$ cat config.mk
export PLATFORM = sky130hd
export DESIGN_NAME = din_entry
export DESIGN_NICKNAME = d
export VERILOG_FILES = /design/src/rtl/din_entry.sv
export SDC_FILE = /design/constraint.sdc
export NUM_CORES = 1
export LEC_CHECK = 0
export BUFFER_PORTS_ARGS = -buffer_cell sky130_fd_sc_hd__buf_4
export CORE_UTILIZATION = 35
export DETAILED_ROUTE_END_ITERATION = 10
export SLEW_MARGIN = 20
export SYNTH_ARGS = -nofsm -noshare
export SYNTH_HDL_FRONTEND = slang
export SYNTH_SLANG_ARGS = --single-unit
$ cat constraint.sdc
create_clock -name Clock -period 1.7 [get_ports Clock]
set_clock_uncertainty 0.1 [all_clocks]
set_input_delay 0.085 -clock Clock [delete_from_list [all_inputs] [get_ports Clock]]
set_output_delay 0.085 -clock Clock [all_outputs]
set_load 0.05 [all_outputs]
$ cat src/rtl/din_entry.sv
// din_entry: debounced key + switch capture that launches one processor instruction (Run/Done handshake).
// Optional Done timeout with sticky Error is compiled in by defining DIN_ENTRY_TIMEOUT_EN.
module din_entry #(
  parameter int DEBOUNCE_CYCLES = 16,
  parameter int TIMEOUT_CYCLES  = 1024
) (
  input  logic        Clock,
  input  logic        Reset,
  input  logic        KeyN,
  input  logic [15:0] SwWord,
  input  logic        Done,
  output logic [15:0] DIN,
  output logic        Run,
  output logic        Busy,
  output logic [7:0]  Count,
  output logic        Error
);

  localparam int DCW = $clog2(DEBOUNCE_CYCLES + 1);

  typedef enum logic [1:0] {
    ST_IDLE   = 2'd0,
    ST_LAUNCH = 2'd1,
    ST_WAIT   = 2'd2
  } state_t;

  state_t         state_r;
  logic           sync1_r;
  logic           sync2_r;
  logic           deb_r;
  logic           deb_d_r;
  logic           press_r;
  logic [DCW-1:0] deb_cnt_r;
  logic           timeout_s;

  // two-flop synchronizer on the inverted (active-high) key
  always_ff @(posedge Clock or posedge Reset) begin
    if (Reset) begin
      sync1_r <= 1'b0;
      sync2_r <= 1'b0;
    end else begin
      sync1_r <= ~KeyN;
      sync2_r <= sync1_r;
    end
  end

  // debounce counter: the level only moves after DEBOUNCE_CYCLES consecutive differing samples
  always_ff @(posedge Clock or posedge Reset) begin
    if (Reset) begin
      deb_r     <= 1'b0;
      deb_cnt_r <= {DCW{1'b0}};
    end else if (sync2_r == deb_r) begin
      deb_cnt_r <= {DCW{1'b0}};
    end else if (deb_cnt_r == DCW'(DEBOUNCE_CYCLES - 1)) begin
      deb_r     <= sync2_r;
      deb_cnt_r <= {DCW{1'b0}};
    end else begin
      deb_cnt_r <= deb_cnt_r + DCW'(1);
    end
  end

  // one-cycle press pulse on the rising edge of the debounced level; release is silent
  always_ff @(posedge Clock or posedge Reset) begin
    if (Reset) begin
      deb_d_r <= 1'b0;
      press_r <= 1'b0;
    end else begin
      deb_d_r <= deb_r;
      press_r <= deb_r & ~deb_d_r;
    end
  end

`ifdef DIN_ENTRY_TIMEOUT_EN
  logic [15:0] wait_cnt_r;

  assign timeout_s = (state_r == ST_WAIT) && (wait_cnt_r == 16'(TIMEOUT_CYCLES - 1));

  // cycles spent in WAIT; cleared in every other state
  always_ff @(posedge Clock or posedge Reset) begin
    if (Reset) begin
      wait_cnt_r <= 16'h0000;
    end else if (state_r == ST_WAIT) begin
      wait_cnt_r <= wait_cnt_r + 16'h0001;
    end else begin
      wait_cnt_r <= 16'h0000;
    end
  end

  // sticky timeout flag; a Done in the timeout cycle is a normal completion
  always_ff @(posedge Clock or posedge Reset) begin
    if (Reset) begin
      Error <= 1'b0;
    end else if (timeout_s && !Done) begin
      Error <= 1'b1;
    end else begin
      Error <= Error;
    end
  end
`else
  localparam int unused_timeout_cycles = TIMEOUT_CYCLES;

  assign timeout_s = 1'b0;
  assign Error     = 1'b0;
`endif

  // instruction launch FSM with registered Run/Busy/DIN/Count
  always_ff @(posedge Clock or posedge Reset) begin
    if (Reset) begin
      state_r <= ST_IDLE;
      DIN     <= 16'h0000;
      Run     <= 1'b0;
      Busy    <= 1'b0;
      Count   <= 8'h00;
    end else begin
      Run <= 1'b0;
      case (state_r)
        ST_IDLE: begin
          if (press_r) begin
            DIN     <= SwWord;
            Run     <= 1'b1;
            Busy    <= 1'b1;
            state_r <= ST_LAUNCH;
          end else begin
            Busy <= 1'b0;
          end
        end
        ST_LAUNCH: begin
          Busy    <= 1'b1;
          state_r <= ST_WAIT;
        end
        ST_WAIT: begin
          // Done outranks both the timeout and a simultaneous press
          if (Done) begin
            Count   <= Count + 8'd1;
            Busy    <= 1'b0;
            state_r <= ST_IDLE;
          end else if (timeout_s) begin
            Busy    <= 1'b0;
            state_r <= ST_IDLE;
          end else if (press_r) begin
            DIN  <= SwWord;
            Busy <= 1'b1;
          end else begin
            Busy <= 1'b1;
          end
        end
        default: begin
          Busy    <= 1'b0;
          state_r <= ST_IDLE;
        end
      endcase
    end
  end

endmodule
==> impl_results.md <==
* Result of the run: finished clean
* Switching Share at 0.2183
* Clk Latency, worst-skew pair at 280 ps
* Number of H-tree levels at 2
* Area share of the largest cell type after synthesis at 0.6174
* Final clock period utilization by the worst path at 0.8460
* Die X at 68.34 µm
* Mapped Nets at 125
* PwrDens at 769.6 mW/mm²
* Synth async-reset ratio at 1.000
* Initial DRC count at 61
* Die area at 0.004670 mm²
* ANT cells at 0
* Setup CP Type: reg2reg
* Total GRT Usage at 0.1304
* IO buf count at 45
* Pin count of the biggest net entering global routing at 39
* Post-synthesis sequential area ratio at 0.6174
* Height of the die at 68.34 µm
* Peak supply drop at 658.7 µV
* Drt total wl at 2.795 mm
* EDFF count, synth at 0
* Final core occ at 0.5327
* Met3 track demand over resource at 0.05833
* Max-Cap Viols at 0
* Cell breakdown of the critical path: nand2_2 -> nand3b_4 -> mux2_4
* Clk root buf: clkbuf_8
* Combinational power share at 0.082
* Synthesized instance count at 103
* CP Capture Type: flop
* Initial antenna violation count at 0
* Ys flop type: dfrtp_1
* Slowest CP cell: dfrtp_1
* Hold Vio Cnt, Final at 0
* CTS Sinks at 38
* Post_cts resized at 0
* Final Wtd Congestion at 0.6768
* Area Growth Syn to Fin at 42.32%
* Main area contributors after synthesis: dfrtp_1 62%, mux2_4 9.7%, mux2_2 5.8%, xor2_1 4.0%, xnor2_1 1.7%
* Grt met2 use at 0.2181
* Min-delay worst type: in2reg
* First-pass GRT wire length at 4.319 mm
* Drt first pass iters at 2
* Via count at 1,020
* Flops & latches, synth at 38
* Post-Synthesis Cell Area at 0.001540 mm²
* CP required at 1770 ps
* Final Setup Violations at 0
* Remaining routing DRC violations at 0
* Busiest grt layer: met2
* Num CTS Buffers at 5
* Initial core utilization at 0.3743
* Unrepaired setup endpoints after global routing: no
* Wire per inst at 12.53 µm
* Worst path max stage delay at 470 ps
* Synth Warn # at 0
* Total congestion overflow at 0
* Layout cells sized above 1 at 0.4393
* Largest area contributor in the netlist: dfrtp_1
* Startpoint types: flop
* Routed Antenna Nets at 0
* IO Count at 47
* DR vias/cell at 4.574
* Sequential power share at 0.549
* Reg clk slew, reported paths at 70 ps
* Post-synth top cells: 38 x dfrtp_1, 10 x mux2_4, 8 x mux2_2
* TritonCTS clock tree: yes
* Pleak at 0.001202 µW
* Max clock buf depth at 2
* GRT met1 Usage at 0.1452
* Sum Neg Setup Slack at 0 ps
* Yosys cell types at 28
* Vias in the first global route at 1,005
* Core area at 0.004115 mm²
* Crit-path max FO at 16
* Nets at 194
* Critical Path AT at 1510 ps
* Top-count cell post-synth: dfrtp_1
* Fmax at 695.3 MHz
* Switch Pwr at 368.2 µW
* Clock Power Share at 0.369
* HPWL after detailed placement at 1.843 mm
* Final Max Slew Viols at 0
* Synth Area per Inst at 14.95 µm²
* P_int at 1319 µW
* Fin crit period at 1438 ps
* Rows at 23
==> kinds of logic after synthesis <==
| kind of cell | count (synthesis) | share of synthesized area |
|---|---|---|
| flip-flops | 38 | 0.6174 |
| AND/OR/NAND/NOR | 28 | 0.1186 |
| multiplexers | 19 | 0.1625 |
| XOR/XNOR | 10 | 0.05687 |
| buffers and inverters | 4 | 0.02275 |
| adder cells (fa/ha/maj) | 2 | 0.01624 |
| other | 1 | 0.002435 |
| AO/OA/AOI/OAI | 1 | 0.003246 |
==> worst max-delay path, delay by kind of cell (launching register included) <==
family / cells / cell delay (ps)
and+or+nand+nor: 2 / 370
muxes: 1 / 380
DFF: 1 / 470
==> registers in the layout, summed over array words and instances, names as in the netlist <==
signal and count:
Busy 1, state_r 2, press_r 1, sync2_r 1, deb_r 1, deb_d_r 1
Count 8, sync1_r 1, deb_cnt_r 5, DIN 16, Run 1
==> through the flow <==
stage / power, µW / cells / worst slack [ps] / cell area (µm²) / hold WS, ps
3_5_place_dp: 1050 / 197 / 276.1 / 1921 / 133.9
5_1_grt: 1769 / 223 / 203.7 / 2192 / 44.58
6_report: 1687 / 223 / 261.8 / 2192 / 35.79
3_3_place_gp: 1047 / 197 / 319.9 / 1921 / 124.1
4_1_cts: 1715 / 223 / 255.8 / 2192 / 28.89
2_1_floorplan: 996.9 / 103 / 264.4 / 1540 / 44.41
==> power by group through the flow <==
stage	Combinational, µW	Sequential [µW]	Clock [µW]
CTS	141	926	649
detailed placement	107	943	0
floorplan	37.1	960	0
global route	150	927	692
global placement	104	942	0
finish	138	926	623
==> timing repair <==
item,in CTS,in global routing
hold buffers,18,0
endpoints found under the hold margin,55,0
setup buffers,0,0
==> layout by cell type (no fill, tap or decap) <==
cell            n
and2_1          2
mux2_4         10
o21ai_0         1
dlygate4sd3_1  18
nor3b_1         2
or2_2           1
nand2_2         1
nand4_1         1
clkbuf_8        6
nor3_1          2
xnor2_1         3
xor2_1          7
nand3b_4        1
dfrtp_1        38
nand2_1         3
mux2i_1         1
nand2b_1        1
and4b_1         1
buf_4          46
nand4b_2        1
and3_1          2
nor2_1          4
clkbuf_1        1
clkinv_2        1
conb_1          1
mux2_2          8
inv_1           2
nor2b_1         1
ha_1            2
and3b_2         1
nand3_1         4
==> per-layer routing <==
layer	share of wire	wire [µm]	vias to the layer above
met5	0	0	-
met4	0.0050	14	0
met3	0.059	166	2
met2	0.51	1432	27
met1	0.42	1181	506
li1	-	-	485
==> area by class of cell <==
| type | count | area, µm² |
|---|---|---|
| Clock inverter | 1 | 5.005 |
| Multi-Input combinational cell | 61 | 554.3 |
| Timing Repair Buffer | 64 | 525.5 |
| Inverter | 2 | 7.507 |
| Tap cell | 50 | 62.56 |
| Sequential cell | 38 | 950.9 |
| Fill cell | 383 | 1923 |
| Clock buffer | 7 | 86.33 |
==> path summary, 6_finish.rpt <==
path	from	end	slack, ps	cells past startpoint
min reg2reg	sync1_r	sync2_r	250	0
min in group asynchronous	Reset	DIN[5]	380	4
min	Done	state_r[1]	40	3
max	state_r[1]	DIN[6]	260	3
max in group asynchronous	Reset	DIN[13]	800	4
max reg2reg	state_r[1]	DIN[6]	260	3
(Power assumes the default switching activity.)
